### config.mk
export PLATFORM = sky130hd
export DESIGN_NAME = enemy_dir_ctrl
export DESIGN_NICKNAME = d
export VERILOG_FILES = /design/src/rtl/enemy_dir_ctrl.sv
export SDC_FILE = /design/constraint.sdc
export NUM_CORES = 1
export LEC_CHECK = 0
export ABC_AREA = 1
export CAP_MARGIN = 25
export CORE_MARGIN = 1.5
export CORE_UTILIZATION = 39
export CTS_CLUSTER_SIZE = 8
export DETAILED_ROUTE_END_ITERATION = 8
export GPL_ROUTABILITY_DRIVEN = 0
export PLACE_DENSITY = 0.68
export SYNTH_ARGS = -nofsm -noshare
export SYNTH_HDL_FRONTEND = slang
export SYNTH_SLANG_ARGS = --single-unit
### constraint.sdc
create_clock -name clk -period 4.18 [get_ports clk]
set_input_delay 0.836 -clock clk [delete_from_list [all_inputs] [get_ports clk]]
set_output_delay 0.836 -clock clk [all_outputs]
set_load 0.005 [all_outputs]
### src/rtl/enemy_dir_ctrl.sv
// rtl/enemy_dir_ctrl.sv - enemy tank direction sequencer driven by the random-number block
module enemy_dir_ctrl #(
    parameter int HOLD_FRAMES = 64,
    parameter int HOLD_BITS   = 8,
    parameter int AVOID_SAME  = 1
) (
    input  logic       clk,
    input  logic       resetN,
    input  logic       enable,
    input  logic       startOfFrame,
    input  logic       collision,
    input  logic [1:0] rand_val,
    output logic       rand_req,
    output logic [1:0] direction,
    output logic       moving,
    output logic       dir_change
);

    typedef enum logic [1:0] {
        S_IDLE,
        S_REQ,
        S_SAMPLE,
        S_HOLD
    } state_t;

    localparam logic [HOLD_BITS-1:0] HOLD_LOAD = HOLD_FRAMES[HOLD_BITS-1:0];
    localparam logic [HOLD_BITS-1:0] CNT_ONE   = {{(HOLD_BITS-1){1'b0}}, 1'b1};

    state_t               state_q, state_d;
    logic                 req_q, req_d;
    logic [1:0]           dir_q, dir_d;
    logic                 moving_q, moving_d;
    logic                 chg_q, chg_d;
    logic [HOLD_BITS-1:0] cnt_q, cnt_d;
    logic                 pend_q, pend_d;
    logic                 pend_eff;

    always_ff @(posedge clk) begin
        if (resetN) begin
            state_q  <= S_IDLE;
            req_q    <= 1'b0;
            dir_q    <= 2'd0;
            moving_q <= 1'b0;
            chg_q    <= 1'b0;
            cnt_q    <= '0;
            pend_q   <= 1'b0;
        end else begin
            state_q  <= state_d;
            req_q    <= req_d;
            dir_q    <= dir_d;
            moving_q <= moving_d;
            chg_q    <= chg_d;
            cnt_q    <= cnt_d;
            pend_q   <= pend_d;
        end
    end

    always_comb begin
        state_d  = state_q;
        req_d    = 1'b0;
        dir_d    = dir_q;
        moving_d = moving_q;
        chg_d    = 1'b0;
        cnt_d    = cnt_q;
        pend_d   = pend_q;
        pend_eff = pend_q | collision;

        if (!enable) begin
            // Abandon any request in flight; direction is kept for the next activation.
            state_d  = S_IDLE;
            moving_d = 1'b0;
            pend_d   = 1'b0;
        end else begin
            case (state_q)
                S_IDLE: begin
                    moving_d = 1'b0;
                    state_d  = S_REQ;
                    req_d    = 1'b1;
                end
                S_REQ: begin
                    state_d = S_SAMPLE;
                    pend_d  = pend_eff;
                end
                S_SAMPLE: begin
                    if ((AVOID_SAME != 0) && pend_eff && (rand_val == dir_q)) begin
                        dir_d = rand_val + 2'd1;
                    end else begin
                        dir_d = rand_val;
                    end
                    pend_d   = 1'b0;
                    chg_d    = 1'b1;
                    cnt_d    = HOLD_LOAD;
                    moving_d = 1'b1;
                    state_d  = S_HOLD;
                end
                S_HOLD: begin
                    moving_d = 1'b1;
                    // Collision outranks a frame tick: the counter is left untouched.
                    if (collision) begin
                        pend_d  = 1'b1;
                        state_d = S_REQ;
                        req_d   = 1'b1;
                    end else if (startOfFrame && (cnt_q != '0)) begin
                        cnt_d = cnt_q - CNT_ONE;
                        if (cnt_q == CNT_ONE) begin
                            state_d = S_REQ;
                            req_d   = 1'b1;
                        end
                    end
                end
                default: begin
                    state_d = S_IDLE;
                end
            endcase
        end
    end

    assign rand_req   = req_q;
    assign direction  = dir_q;
    assign moving     = moving_q;
    assign dir_change = chg_q;

endmodule

==> impl_metrics.env <==
export IMPL_drive_above_1_share_pct=6.18
export IMPL_hold_path_class="register to register"
export IMPL_num_rows=18
export IMPL_start_util_pct=41.8
export IMPL_crit_cells=6
export IMPL_cts_max_level=1
export IMPL_area_growth_pct=14.8
export IMPL_async_flop_share_pct=0
export IMPL_fill_cells=264
export IMPL_die_w_microns=54.8
export IMPL_clk_latency_ps=290
export IMPL_path_class="register to register"
export IMPL_grt_pass1_wl_microns=3490
export IMPL_vias_per_cell=4.89
export IMPL_drtAntennaViolNets=0
export IMPL_routed_wl_microns=2060
export IMPL_synth_nets=180
export IMPL_whs_path_depth=2
export IMPL_vias=1018
export IMPL_cp_max_fo=16
export IMPL_period_needed_ps=2130
export IMPL_diodes=0
export IMPL_fmax_mhz=471
export IMPL_stdcell_count=208
export IMPL_tightest_slew_ps=674
export IMPL_gr_total_overflow=0
export IMPL_nNetsFinal=193
export IMPL_synth_avg_cell_area_sq_um=6.26
export IMPL_post_route_period_util_pct=50.8
export IMPL_fin_worst_skew_ps=0.709
export IMPL_cts_buffers=3
export IMPL_cp_required_ps=4350
export IMPL_leakage_nw=0.542
export IMPL_dp_hpwl_microns=1650
export IMPL_path_cells="ha_1, nor2_1, nor3b_2, nand2_2, nand2_1, a21oi_1"
export IMPL_clock_root_buffer="clkbuf_4"
export IMPL_cellPowerDensity_nw_per_um2=245
export IMPL_fp_dieArea_sq_um=3000
export IMPL_cts_hold_buf=0
export IMPL_synth_area_sq_um=1050
export IMPL_finalInstanceArea_sq_um=1200
export IMPL_io_buffers=11
export IMPL_placed_cell_area_sq_um=1180
export IMPL_cts_max_path_buffers=2
export IMPL_worstSetupEndpointType="register"
export IMPL_reg2reg_depth=6
export IMPL_wl_per_cell_microns=9.89
export IMPL_grt_antenna_before_repair=0
export IMPL_dr_pass1_iters=4
export IMPL_synth_flop_cell="dfxtp_1"
export IMPL_syn_inst=167
export IMPL_synth_edf_count=0
export IMPL_grt_setup_unrepaired="false"
export IMPL_maxCapViolCount=0
export IMPL_dp_cells=205
export IMPL_synth_seq_area_share_pct=30.6
export IMPL_hold_slack_ps=504
export IMPL_ctsResizeCount=0
export IMPL_yosysWarnings=0
export IMPL_slowest_delay_ps=590
export IMPL_synth_seq_cells=16
export IMPL_slew_headroom_pct=54.9
export IMPL_worst_path_buf_inv=0
export IMPL_ios=12
export IMPL_dieHeight_microns=54.8
export IMPL_final_max_slew_viol_count=0
export IMPL_cts_sinks=16
export IMPL_status="complete, no violations"
export IMPL_clkSlewWorstSetupHoldPaths_ps=90
export IMPL_ir_drop_mv=0.152
export IMPL_track_usage_pct=16.2
export IMPL_grt_pass1_vias=870
export IMPL_cts_tree="yes"
export IMPL_setup_viol=0
export IMPL_drc=0
export IMPL_crit_path_start_kind="register"
export IMPL_fp_coreArea_sq_um=2500
export IMPL_path_delay_family="simple AND/OR/NAND/NOR gates"
export IMPL_crit_arrival_ps=2290
export IMPL_hold_viol_final=0
export IMPL_cts_setup_buffers=0
export IMPL_crit_slowest_cell="nor3b_2"
export IMPL_synthDistinctLibCells=18
export IMPL_grt_start_max_net_pins=17
export IMPL_finish_utilization_pct=48.0
export IMPL_fin_tns_setup_ps=0
export IMPL_dr_first_iter_drc_count=20
==> final timing paths <==
check / end / from / slack (ps)
max reg2reg: cnt_q[4] / state_q[0] / 2050
min reg2reg: cnt_q[1] / cnt_q[1] / 500
max: cnt_q[4] / state_q[0] / 2050
min: cnt_q[1] / cnt_q[1] / 500
==> power breakdown <==
group | total [W] | switching (W) | internal [W]
combinational | 0.0000514 | 0.0000295 | 0.0000219
clock | 0.0000824 | 0.0000489 | 0.0000335
sequential | 0.000160 | 0.00000324 | 0.000157
==> worst register-to-register path: stages, from the launching register on <==
cell and delay (ps):
dfxtp_1 400, ha_1 530, nor2_1 150, nor3b_2 590
nand2_2 180, nand2_1 100, a21oi_1 60
==> placed cells by master (no fill, tap or decap), drive strengths merged <==
| cell | synthesis | final |
|---|---|---|
| nand2 | 43 | 43 |
| inv | 30 | 30 |
| nor2 | 25 | 25 |
| nand3 | 17 | 17 |
| dfxtp | 16 | 16 |
| clkdlybuf4s50 | 0 | 11 |
| a21oi | 9 | 9 |
| nand4 | 6 | 6 |
| ha | 6 | 6 |
| o21ai | 6 | 6 |
| xor2 | 3 | 3 |
| clkbuf | 2 | 3 |
| nor3 | 2 | 2 |
| nor3b | 1 | 1 |
==> Yosys cell counts, drive strengths merged, types with 2 or more instances <==
master | n | area [sq um]
nand2 | 43 | 169
inv | 30 | 113
nor2 | 25 | 96.4
nand3 | 17 | 85.1
dfxtp | 16 | 320
a21oi | 9 | 52.6
ha | 6 | 75.1
nand4 | 6 | 37.5
o21ai | 6 | 33.8
xor2 | 3 | 26.3
clkbuf | 2 | 7.51
nor3 | 2 | 10.0
==> registers in the layout (all words and copies together), names as in the netlist <==
register / flops
cnt_q: 8
state_q: 2
pend_q: 1
rand_req: 1
dir_change: 1
moving: 1
direction: 2
==> kinds of logic after synthesis <==
group,synth area share (%)
AND/OR/NAND/NOR,39.2
buffers and inverters,12.2
flip-flops,30.6
AO/OA/AOI/OAI,8.25
adder cells (fa/ha/maj),7.18
XOR/XNOR,2.51
==> per-layer routing <==
metal	wire, microns	GRT usage (%)	up-vias
met5	0	0	-
met4	35	7.50	0
met2	1010	27.8	18
li1	-	-	546
met3	68	3.83	5
met1	949	18.7	449
==> layout make-up <==
cell class,count,area [sq um],area share (%)
clock buffers,3,22.5,1.88
multi-input cells,118,598,49.8
inverters,30,113,9.38
well taps,30,37.5,3.13
flip-flops and latches,16,320,26.7
repair buffers,11,110,9.17
==> per-stage QoR <==
step | setup slack [ps] | power (W)
after global routing | 1850 | 0.000312
after floorplan | 2610 | 0.000198
after global placement | 1820 | 0.000214
final | 2050 | 0.000294
after detailed placement | 1790 | 0.000215
after CTS | 2070 | 0.000298
(Power assumes the default switching activity.)
